**src/rtl/ram_arbiter.sv**
```systemverilog
// rtl/ram_arbiter.sv - round-robin arbiter sharing one dev_ram port between fetch and load/store clients
module ram_arbiter #(
    parameter int ADDRW = 17,
    parameter int DATAW = 64
) (
    input  logic             clk,
    input  logic             rst,

    input  logic             c0_req,
    input  logic             c0_we,
    input  logic [ADDRW-1:0] c0_addr,
    input  logic [1:0]       c0_type,
    input  logic [DATAW-1:0] c0_wdata,
    output logic             c0_gnt,
    output logic             c0_rvalid,
    output logic [DATAW-1:0] c0_rdata,

    input  logic             c1_req,
    input  logic             c1_we,
    input  logic [ADDRW-1:0] c1_addr,
    input  logic [1:0]       c1_type,
    input  logic [DATAW-1:0] c1_wdata,
    output logic             c1_gnt,
    output logic             c1_rvalid,
    output logic [DATAW-1:0] c1_rdata,

    output logic [1:0]       ram_op,
    output logic [ADDRW-1:0] ram_addr,
    output logic [1:0]       ram_type,
    output logic [DATAW-1:0] ram_wdata,
    input  logic [DATAW-1:0] ram_rdata,

    output logic             busy
);

    localparam logic [1:0] RAM_NONE  = 2'd0;
    localparam logic [1:0] RAM_FETCH = 2'd1;
    localparam logic [1:0] RAM_STORE = 2'd2;

    typedef enum logic {ISSUE, RESP} state_t;

    state_t           state, state_next;
    logic             rr_last, rr_last_next;
    logic             owner, owner_next;
    logic [1:0]       rvalid_q, rvalid_next;
    logic [DATAW-1:0] hold0, hold1;
    logic             win_valid;
    logic             win;
    logic             win_we;

    always_ff @(posedge clk or posedge rst) begin
        if (rst) begin
            state    <= ISSUE;
            rr_last  <= 1'b1;
            owner    <= 1'b0;
            rvalid_q <= 2'b00;
            hold0    <= '0;
            hold1    <= '0;
        end else begin
            state    <= state_next;
            rr_last  <= rr_last_next;
            owner    <= owner_next;
            rvalid_q <= rvalid_next;
            // Read data is only on ram_rdata during RESP; keep a copy for the owner.
            if (state == RESP) begin
                if (owner) begin
                    hold1 <= ram_rdata;
                end else begin
                    hold0 <= ram_rdata;
                end
            end
        end
    end

    always_comb begin
        state_next   = state;
        rr_last_next = rr_last;
        owner_next   = owner;
        rvalid_next  = 2'b00;
        win_valid    = 1'b0;
        win          = 1'b0;
        win_we       = 1'b0;
        c0_gnt       = 1'b0;
        c1_gnt       = 1'b0;
        ram_op       = RAM_NONE;
        ram_addr     = '0;
        ram_type     = 2'd0;
        ram_wdata    = '0;
        busy         = 1'b0;

        case (state)
            ISSUE: begin
                if (c0_req && c1_req) begin
                    win_valid = 1'b1;
                    win       = ~rr_last;
                end else if (c0_req) begin
                    win_valid = 1'b1;
                    win       = 1'b0;
                end else if (c1_req) begin
                    win_valid = 1'b1;
                    win       = 1'b1;
                end

                if (win_valid) begin
                    rr_last_next = win;
                    if (win) begin
                        c1_gnt    = 1'b1;
                        win_we    = c1_we;
                        ram_addr  = c1_addr;
                        ram_type  = c1_type;
                        ram_wdata = c1_wdata;
                    end else begin
                        c0_gnt    = 1'b1;
                        win_we    = c0_we;
                        ram_addr  = c0_addr;
                        ram_type  = c0_type;
                        ram_wdata = c0_wdata;
                    end
                    ram_op = win_we ? RAM_STORE : RAM_FETCH;
                    // Fetches need the dead cycle; stores stay in ISSUE for back-to-back use.
                    if (!win_we) begin
                        owner_next       = win;
                        state_next       = RESP;
                        rvalid_next[win] = 1'b1;
                    end
                end
            end
            RESP: begin
                busy       = 1'b1;
                state_next = ISSUE;
            end
        endcase
    end

    assign c0_rvalid = rvalid_q[0];
    assign c1_rvalid = rvalid_q[1];
    assign c0_rdata  = (state == RESP && !owner) ? ram_rdata : hold0;
    assign c1_rdata  = (state == RESP &&  owner) ? ram_rdata : hold1;

endmodule

```
**config.mk**
```make
export PLATFORM = sky130hd
export DESIGN_NAME = ram_arbiter
export DESIGN_NICKNAME = d
export VERILOG_FILES = /design/src/rtl/ram_arbiter.sv
export SDC_FILE = /design/constraint.sdc
export NUM_CORES = 1
export LEC_CHECK = 0
export BUFFER_PORTS_ARGS = -buffer_cell sky130_fd_sc_hd__buf_2
export CAP_MARGIN = 0
export CORE_AREA = 3 3 174 176
export CTS_CLUSTER_SIZE = 14
export DETAILED_ROUTE_END_ITERATION = 10
export DIE_AREA = 0 0 177 179
export PLACE_DENSITY = 0.55
export SLEW_MARGIN = 20
export SYNTH_ARGS = -nofsm -noshare
export SYNTH_HDL_FRONTEND = slang
export SYNTH_SLANG_ARGS = --single-unit
```
**constraint.sdc**
```tcl
create_clock -name clk -period 5.2 [get_ports clk]
set_input_delay 1.04 -clock clk [delete_from_list [all_inputs] [get_ports clk]]
set_output_delay 1.04 -clock clk [all_outputs]
set_load 0.1 [all_outputs]
```
==> results.tsv <==
metric	value	unit
synthesized netlist cell count	570	
I/O Buffers	453	
kind of launch point of the worst setup path	primary input	
Worst Skew	6.84	ps
clock-pin slew on the worst setup and hold paths	60	ps
maximum clock frequency	0.240	GHz
post-detail-place hpwl	20700	um
effective utilization at floorplan	0.219	
global-route wire length before repair	37000	um
clock insertion delay at the later pin of the skew report	400	ps
DRC viols	0	
type of the worst setup path	in -> out	
cell area after synthesis	0.00629	mm2
master of the slowest instance on the critical path	sky130_fd_sc_hd__a21bo_4	
worst hold margin	479	ps
number of unique standard cell types used by synthesis	26	
Routed wire per std cell	18.4	um
number of vias in the routed layout	6061	
min cycle time layout	4160	ps
Critical Path AT	3120	ps
most frequent cells in the layout	sky130_fd_sc_hd__buf_2 (453), sky130_fd_sc_hd__nand2_1 (168), sky130_fd_sc_hd__dfrtp_1 (132)	
Worst-Margin Slew	993	ps
result of the run	completed	
CP max stage delay	780	ps
Relative slew margins	0.338	
routed via count divided by cell count	4.30	
number of fill cells	3031	
drt first-iter violations	226	
maximum number of pins on one net before global-route repair	94	
cell repeated most along the worst path	sky130_fd_sc_hd__buf_2	
CTS Buf Count	17	
die footprint	0.0317	mm2
area added between synthesis and finish	49.9	%
setup TNS	0	ps
antenna violations before repair	4	
share of Yosys cell area claimed by the top area cell type	0.525	
post-synthesis average cell area	11.0	um2
unrepaired setup endpoints after global routing	no	
area of the core	0.0288	mm2
maximum number of buffers from clock root to sink	2	
most frequent standard cell in the layout excluding fill and tap cells	sky130_fd_sc_hd__buf_2	
share of synthesized area occupied by flip-flops and latches	0.529	
critical path required time	4160	ps
count of standard-cell rows	62	
GRT Overall Usage	0.154	
dominant cells by area after synthesis	sky130_fd_sc_hd__dfrtp_1 (53%), sky130_fd_sc_hd__mux2_2 (20%), sky130_fd_sc_hd__nand2_1 (10%)	
reg-to-reg setup timing slack	3190	ps
clock tree from TritonCTS	yes	
Net count, final	1245	
Final GP Congestion	0.881	
ratio of final minimum period to clock period	0.801	
Mapped Nets	806	
clock sink count	133	
number of nets with antenna violations after detailed routing	0	
list of cells traversed by the critical path	buf_2, a21bo_4, nand2_1, a21oi_1, buf_2	
count of cells resized by post-cts repair	0	
Die Height	179	um
warnings from Yosys	0	
buffer count from post-CTS setup fixing	0	
final number of setup-violating endpoints	0	
io pins	454	
Final Max Slew Viols	0	
critical-path maximum fanout	86	
max cap viols	0	
layout cell share with drive strength beyond 1	0.603	
class of the worst hold path	reg -> reg	
number of detailed-routing iterations run before antenna repair	4	
number of stages on the worst hold path	1	
Total Routed Length	25800	um
overall die width	177	um
hold violation total from the final report	0	
root buffer selected by CTS	sky130_fd_sc_hd__clkbuf_16	
reg2reg path depth	3	
# hold bufs at CTS	0	
total gr overflow	0	
type of element capturing the critical path	output port	
cell type contributing the most total cell area after synthesis	sky130_fd_sc_hd__dfrtp_1	
register bit count reported by yosys	133	
vias in the first global route	6075	
number of levels in the clock H-tree	4	
flip-flops by register name (all words and copies together) (netlist names):
name and count:
rr_last 1, state 1, hold0 64, rvalid_q 2, owner 1, hold1 64
worst max-delay path: cells and delay by family:
| family | cells | cell delay, ps |
|---|---|---|
| buffers and inverters | 2 | 670 |
| AO/OA/AOI/OAI | 2 | 1150 |
| AND/OR/NAND/NOR | 1 | 210 |
through the flow:
step,setup slack (ps),instances,instance area (um2),util
after detailed placement,1080,1374,8820,0.307
after floorplan,607,570,6290,-
after global routing,949,1406,9430,0.328
after CTS,1070,1406,9430,0.328
after global placement,1060,1374,8820,0.307
final,1040,1408,9430,0.328
cell usage after synthesis (all sizes together):
cell    number
nand2      169
dfrtp      132
mux2       128
a21oi       85
buf         26
clkbuf      14
inv          4
nor2         3
a21bo        1
a21boi       1
a31oi        1
dfstp        1
nand2b       1
nor3         1
o21ai        1
o21bai       1
or3          1
per-layer routing:
layer  track usage  vias to the layer above  wire length (um)
met3        0.0483                       39              2320
met5             0                        -                34
met1         0.177                     2895              9710
met4        0.0619                        6               862
met2         0.267                      307             12900
li1              -                     2814                 -
area by class of cell:
class,instances,area [um2],share of cell area
Tap cell,384,480,0.0509
Antenna cell,2,5.00,0.000531
Clock inverter,13,170,0.0180
Inverter,4,20.0,0.00212
Sequential cell,133,3330,0.353
Multi-Input combinational cell,393,2640,0.280
Clock buffer,19,433,0.0459
Timing Repair Buffer,460,2360,0.250
path summary, 6_finish.rpt:
check / startpoint / end
max in group asynchronous: rst / rvalid_q[0]
max reg2reg: state / hold1[16]
min in group asynchronous: rst / hold1[41]
min: hold0[60] / hold0[60]
max: c0_req / ram_wdata[45]
min reg2reg: hold0[60] / hold0[60]
cell families (layout without fill, tap and decap cells):
| kind of cell | after synthesis | count (layout) | share of synthesized area |
|---|---|---|---|
| compound gates | 90 | 90 | 0.0740 |
| mux | 128 | 128 | 0.232 |
| buf+inv | 44 | 496 | 0.0555 |
| simple gates | 175 | 175 | 0.109 |
| other cells | 0 | 2 | 0 |
| flops | 133 | 133 | 0.529 |
Power is not shown: default switching activity piles up to over one toggle a cycle in this logic, so the estimate is an artifact.
